$ cat src/rtl/dot_product_accumulator_pkg.sv
// Shared definitions for the dot-product accumulator.
// Contents:
//   - FSM state encoding.
//   - Default width constants.
//   - Width-legality helper used by the top-level elaboration check.
package dot_product_accumulator_pkg;

  typedef enum logic [1:0] {
    ST_IDLE  = 2'd0,
    ST_ACCUM = 2'd1,
    ST_DONE  = 2'd2
  } state_e;

  localparam int DEF_DATA_WIDTH  = 16;
  localparam int DEF_ACC_WIDTH   = 32;
  localparam int DEF_COUNT_WIDTH = 8;

  // The accumulator must hold at least one full-precision product.
  function automatic bit acc_width_ok(input int data_width, input int acc_width);
    return acc_width >= 2 * data_width;
  endfunction

endpackage

$ cat src/rtl/dot_product_accumulator_signed_multiplier.sv
// Combinational signed multiplier.
// Kept in its own module so that synthesis can map it onto a DSP slice.
// It can also be pipelined later without touching the accumulator FSM.
// Ports:
//   a, b    : signed DATA_WIDTH operands
//   product : full-precision signed product (2*DATA_WIDTH)
module signed_multiplier #(
  parameter int DATA_WIDTH = 16
) (
  input  logic signed [DATA_WIDTH-1:0]   a,
  input  logic signed [DATA_WIDTH-1:0]   b,
  output logic signed [2*DATA_WIDTH-1:0] product
);

  assign product = a * b;

endmodule

$ cat src/rtl/dot_product_accumulator.sv
// Streaming signed multiply-accumulate.
// Computes the dot product of two vectors delivered one element pair per beat.
// Ports:
//   clk, reset          : clock (posedge); asynchronous active-low reset
//   start, length       : launch pulse and element count (sampled in IDLE only)
//   a_data, b_data      : signed operand pair
//   in_valid / in_ready : operand handshake (ready only while accumulating)
//   result              : signed dot product
//   result_valid / result_ready : result handshake
//   busy                : high whenever the FSM is not idle
//   overflow            : sticky wrap flag for the current vector
module dot_product_accumulator
  import dot_product_accumulator_pkg::*;
#(
  parameter int DATA_WIDTH  = DEF_DATA_WIDTH,
  parameter int ACC_WIDTH   = DEF_ACC_WIDTH,
  parameter int COUNT_WIDTH = DEF_COUNT_WIDTH
) (
  input  logic                   clk,
  input  logic                   reset,
  input  logic                   start,
  input  logic [COUNT_WIDTH-1:0] length,
  input  logic [DATA_WIDTH-1:0]  a_data,
  input  logic [DATA_WIDTH-1:0]  b_data,
  input  logic                   in_valid,
  output logic                   in_ready,
  output logic [ACC_WIDTH-1:0]   result,
  output logic                   result_valid,
  input  logic                   result_ready,
  output logic                   busy,
  output logic                   overflow
);

  if (!acc_width_ok(DATA_WIDTH, ACC_WIDTH)) begin : g_width_check
    $error("dot_product_accumulator: ACC_WIDTH must be >= 2*DATA_WIDTH");
  end

  state_e                 state_q, state_d;
  logic [COUNT_WIDTH-1:0] remaining_q, remaining_d;
  logic [ACC_WIDTH-1:0]   acc_q, acc_d;
  logic [ACC_WIDTH-1:0]   result_q, result_d;
  logic                   overflow_q, overflow_d;

  logic signed [2*DATA_WIDTH-1:0] product;
  logic signed [ACC_WIDTH-1:0]    product_ext;
  logic [ACC_WIDTH-1:0]           sum;
  logic                           add_overflow;

  signed_multiplier #(
    .DATA_WIDTH(DATA_WIDTH)
  ) u_mult (
    .a       (a_data),
    .b       (b_data),
    .product (product)
  );

  // Size cast of a signed value sign-extends to the accumulator width.
  assign product_ext = ACC_WIDTH'(product);
  assign sum         = acc_q + product_ext;

  // Signed overflow: both addends share a sign and the sum's sign differs.
  assign add_overflow = (acc_q[ACC_WIDTH-1] == product_ext[ACC_WIDTH-1]) &&
                        (sum[ACC_WIDTH-1] != acc_q[ACC_WIDTH-1]);

  // State and datapath registers
  always_ff @(posedge clk or negedge reset) begin
    if (!reset) begin
      state_q     <= ST_IDLE;
      remaining_q <= '0;
      acc_q       <= '0;
      result_q    <= '0;
      overflow_q  <= 1'b0;
    end else begin
      state_q     <= state_d;
      remaining_q <= remaining_d;
      acc_q       <= acc_d;
      result_q    <= result_d;
      overflow_q  <= overflow_d;
    end
  end

  // Next-state and datapath logic
  always_comb begin
    state_d     = state_q;
    remaining_d = remaining_q;
    acc_d       = acc_q;
    result_d    = result_q;
    overflow_d  = overflow_q;
    unique case (state_q)
      ST_IDLE: begin
        if (start) begin
          remaining_d = length;
          acc_d       = '0;
          overflow_d  = 1'b0;
          if (length == '0) begin
            result_d = '0;
            state_d  = ST_DONE;
          end else begin
            state_d = ST_ACCUM;
          end
        end
      end
      ST_ACCUM: begin
        // in_ready is constantly high here, so in_valid alone marks a beat.
        if (in_valid) begin
          acc_d       = sum;
          remaining_d = remaining_q - COUNT_WIDTH'(1);
          if (add_overflow) begin
            overflow_d = 1'b1;
          end
          if (remaining_q == COUNT_WIDTH'(1)) begin
            result_d = sum;
            state_d  = ST_DONE;
          end
        end
      end
      ST_DONE: begin
        // A start arriving with the handshake is deliberately dropped.
        if (result_ready) begin
          state_d = ST_IDLE;
        end
      end
      default: state_d = ST_IDLE;
    endcase
  end

  // Outputs decoded from registered state only
  always_comb begin
    in_ready     = (state_q == ST_ACCUM);
    result_valid = (state_q == ST_DONE);
    busy         = (state_q != ST_IDLE);
    result       = result_q;
    overflow     = overflow_q;
  end

endmodule

$ cat config.mk
export PLATFORM = sky130hd
export DESIGN_NAME = dot_product_accumulator
export DESIGN_NICKNAME = d
export VERILOG_FILES = /design/src/rtl/dot_product_accumulator_pkg.sv /design/src/rtl/dot_product_accumulator_signed_multiplier.sv /design/src/rtl/dot_product_accumulator.sv
export SDC_FILE = /design/constraint.sdc
export NUM_CORES = 1
export LEC_CHECK = 0
export CORE_UTILIZATION = 25
export CTS_CLUSTER_DIAMETER = 200
export CTS_CLUSTER_SIZE = 12
export DETAILED_ROUTE_END_ITERATION = 10
export PLACE_DENSITY = 0.48
export SETUP_SLACK_MARGIN = 0.4
export SLEW_MARGIN = 20
export SYNTH_ARGS = -nofsm -noshare
export SYNTH_HDL_FRONTEND = slang
export SYNTH_SLANG_ARGS = --single-unit
$ cat constraint.sdc
create_clock -name clk -period 4.7 [get_ports clk]
set_input_delay 0.47 -clock clk [delete_from_list [all_inputs] [get_ports clk]]
set_output_delay 0.47 -clock clk [all_outputs]
set_load 0.01 [all_outputs]
==> flow_metrics.py <==
metrics = {
    "outcome": {
        "status": "finished, violations left",
        "violations": "negative setup slack",
    },
    "detailed_routing": {
        "avgRoutedWirePerCell_um": 15.0,
        "via_per_inst": 4.33,
        "dr.pass1.iters": 5,
        "vias": 11800,
        "wirelength_um": 40800,
        "drcViolationCount": 0,
        "ant_nets": 0,
        "drt_iter0_drc": 398,
    },
    "worst_setup_path": {
        "cpMaxStageDelayCell": "fa_1",
        "max_stage_delay_ns": 0.52,
        "worst_path_most_repeated_cell": "fa_1",
        "cp_data_arrival_time_ns": 7.45,
        "crit_type": "input port to flop",
        "critPathLaunch": "a_data[4]",
        "reg2regPathDepth": 12,
        "startpoint_type": "input port",
        "critical_path.endpoint_type": "flop",
        "reg2reg_from": "acc_q[0]$_DFFE_PN0P_",
        "cp_max_fo": 4,
        "crit_required_ns": 4.92,
    },
    "clocking": {
        "h-tree-depth": 3,
        "cts_buffer_depth": 2,
        "clk_pin_slew_ns": 0.06,
        "clkLatencyLatePin_ns": 0.34,
        "cts_root_buffer": "clkbuf_16",
        "clock-sinks": 75,
        "cts_inserted_buffers": 9,
        "cts_tree": "done",
    },
    "layout": {
        "syn_to_final_growth_pct": 43.1,
        "diodes": 0,
        "layout-drive-gt1-share_pct": 32.0,
        "nets": 2377,
    },
    "synthesis": {
        "async_reset_ff_share_pct": 100,
        "synth_top_family_by_area": "adder cells",
        "synth_flop_cell": "dfrtp_1",
        "ys_ff_latch": 75,
        "synth-simple-area-share_pct": 15.4,
        "synth_edf_count": 0,
        "syn-mean-instance-area_um2": 9.11,
        "ys_warn_count": 0,
        "synth_compound_area_share_pct": 11.2,
        "ys_seq_area_share_pct": 13.0,
        "syn-num-nets": 2013,
        "synth_xor_area_share_pct": 3.75,
        "syn_area_mm2": 0.0145,
        "muxShareOfSynthArea_pct": 0.605,
        "syn_inst": 1590,
        "yosysUniqueCellTypes": 65,
        "synthAdderAreaFrac_pct": 46.3,
    },
    "floorplanning": {
        "die_y_um": 243,
        "fp.dieW_um": 243,
        "die-area_mm2": 0.0589,
        "core_mm2": 0.0568,
        "start_util_pct": 25.5,
        "fp-row-count": 87,
        "num_io_pins": 81,
    },
    "place": {
        "portBuffers": 80,
        "hpwlAfterDp_um": 33500,
        "place_ws_ns": -3.41,
        "gp_routability_congestion": 0.830,
    },
    "global_routing": {
        "grt_antenna_before_repair": 0,
        "grt_first_pass_wirelength_um": 69800,
        "grt_max_degree": 68,
        "grt-ovfl-total": 0,
        "first_global_vias": 12900,
        "grtUsageTotal_pct": 14.6,
    },
    "timing": {
        "maxSlewViolCount": 0,
        "grt_setup_unrepaired": "yes",
        "fmax_ghz": 0.138,
        "fin_ws_ns": -2.52,
        "slew_headroom_pct": 38.1,
        "finalSetupTns_ns": -92.72,
        "fin_crit_ns": 7.22,
        "final.period_utilization_pct": 154,
        "setup_viol": 49,
        "skew_ns": 0.00983,
        "worstMarginPinSlew_ns": 0.928,
        "final_hold_viol_count": 0,
    },
    "job": {
        "drv_cap": 0,
    },
    "hold_path": {
        "min_path_type": "input port to asynchronous set/reset pin",
    },
}
[flip-flops by register name, indices dropped and copies added, names as in the netlist]
name and flops:
acc_q 32, state_q 2, remaining_q 8, result 32
overflow 1
[cells in the mapped netlist (all sizes together) (12+ instances only)]
cell type,number,share of area [%]
inv,315,8.2
fa,263,36
nand2,210,5.4
and2,122,5.3
ha,115,9.9
dfrtp,75,13
clkbuf,54,1.4
nor2,50,1.3
a21oi,48,1.7
o21ai,46,1.6
xnor2,44,2.7
o31ai,34,1.8
a21o,27,1.4
xor2,18,1.1
nand2b,16,0.74
o21bai,12,0.62
[worst max-delay path: cells and delay by family]
| kind | cells | cell delay (ns) |
|---|---|---|
| simple gates | 3 | 0.49 |
| fa+ha+maj | 8 | 3.48 |
| compound gates | 12 | 2.22 |
| buf+inv | 7 | 0.52 |
| xor+xnor | 2 | 0.26 |
[logic make-up after synthesis]
family | after synthesis
buffers and inverters | 373
xor gates and xnor gates | 62
AOI/OAI and AO/OA | 233
and+or+nand+nor | 461
muxes | 8
DFF | 75
adders and majority gates | 378
[worst paths after layout]
| kind | slack, ns | to |
|---|---|---|
| setup / recovery | -2.52 | overflow$_DFFE_PN0P_ |
| hold reg to reg | 0.49 | acc_q[2]$_DFFE_PN0P_ |
| hold / removal | 0.49 | result[30]$_DFFE_PN0P_ |
| max in group asynchronous | 3.07 | acc_q[5]$_DFFE_PN0P_ |
| setup reg to reg | 1.61 | acc_q[24]$_DFFE_PN0P_ |
| min in group clk | 0.49 | acc_q[2]$_DFFE_PN0P_ |
[placed cells by master (no fill, tap or decap), types with 11 or more instances in the layout]
master           synthesis  final
fa_2                     0     17
o21ai_0                 35     19
a21oi_1                 46     24
buf_12                   0     13
ha_4                     0     27
inv_2                    0     34
nor2_1                  50     39
o31ai_1                 34     22
buf_6                    1     62
nand2_1                210    188
nand2b_1                15     13
fa_1                   263    246
and2_4                   0     22
o21ai_1                 11     17
ha_1                   115     84
inv_1                  315    279
buf_4                    0    259
clkdlybuf4s50_1          0     48
nand2_2                  0     17
a21oi_2                  2     19
dfrtp_1                 75     75
a22o_1                  11     11
a21o_1                  27     27
xnor2_1                 44     28
and2_1                 122    100
[area by class of cell]
| type | count | area (µm²) |
|---|---|---|
| inverter | 315 | 1190 |
| multi-input combinational | 1142 | 12700 |
| sequential | 75 | 1880 |
| clock inverter | 5 | 85.1 |
| clock buffer | 11 | 243 |
| timing repair buffer | 411 | 3710 |
| fill | 5732 | 36100 |
| tap | 756 | 946 |
[routing by layer]
| metal | vias to the layer above | GRT usage [%] | share of wire [%] | wire length (µm) |
|---|---|---|---|---|
| met3 | 24 | 0.840 | 1.7 | 690 |
| met5 | - | 0 | 0 | 0 |
| met1 | 5916 | 21.1 | 49 | 20000 |
| met2 | 124 | 24.0 | 48 | 19600 |
| li1 | 5693 | - | - | - |
| met4 | 0 | 3.14 | 1.4 | 569 |
[metrics by stage]
| stage | instance area, µm² | utilization, % | hold WS [ns] | instances |
|---|---|---|---|---|
| after floorplan | 15000 | - | 0.174 | 1590 |
| after global placement | 18500 | 32.5 | 0.303 | 2638 |
| after detailed placement | 18500 | 32.5 | 0.305 | 2638 |
| after CTS | 20100 | 35.3 | 0.484 | 2704 |
| after global routing | 20700 | 36.5 | 0.497 | 2715 |
| final | 20700 | 36.5 | 0.489 | 2715 |
[what timing repair did]
action	in CTS	in global routing
resized for setup	305	118
gates cloned	3	0
setup buffers	46	11
setup endpoints to repair	57	57
pin swaps	112	61
endpoints found under the hold margin	8	0
hold buffers	1	0
Power is not shown: default switching activity piles up to over one toggle a cycle in this logic, so the estimate is an artifact.
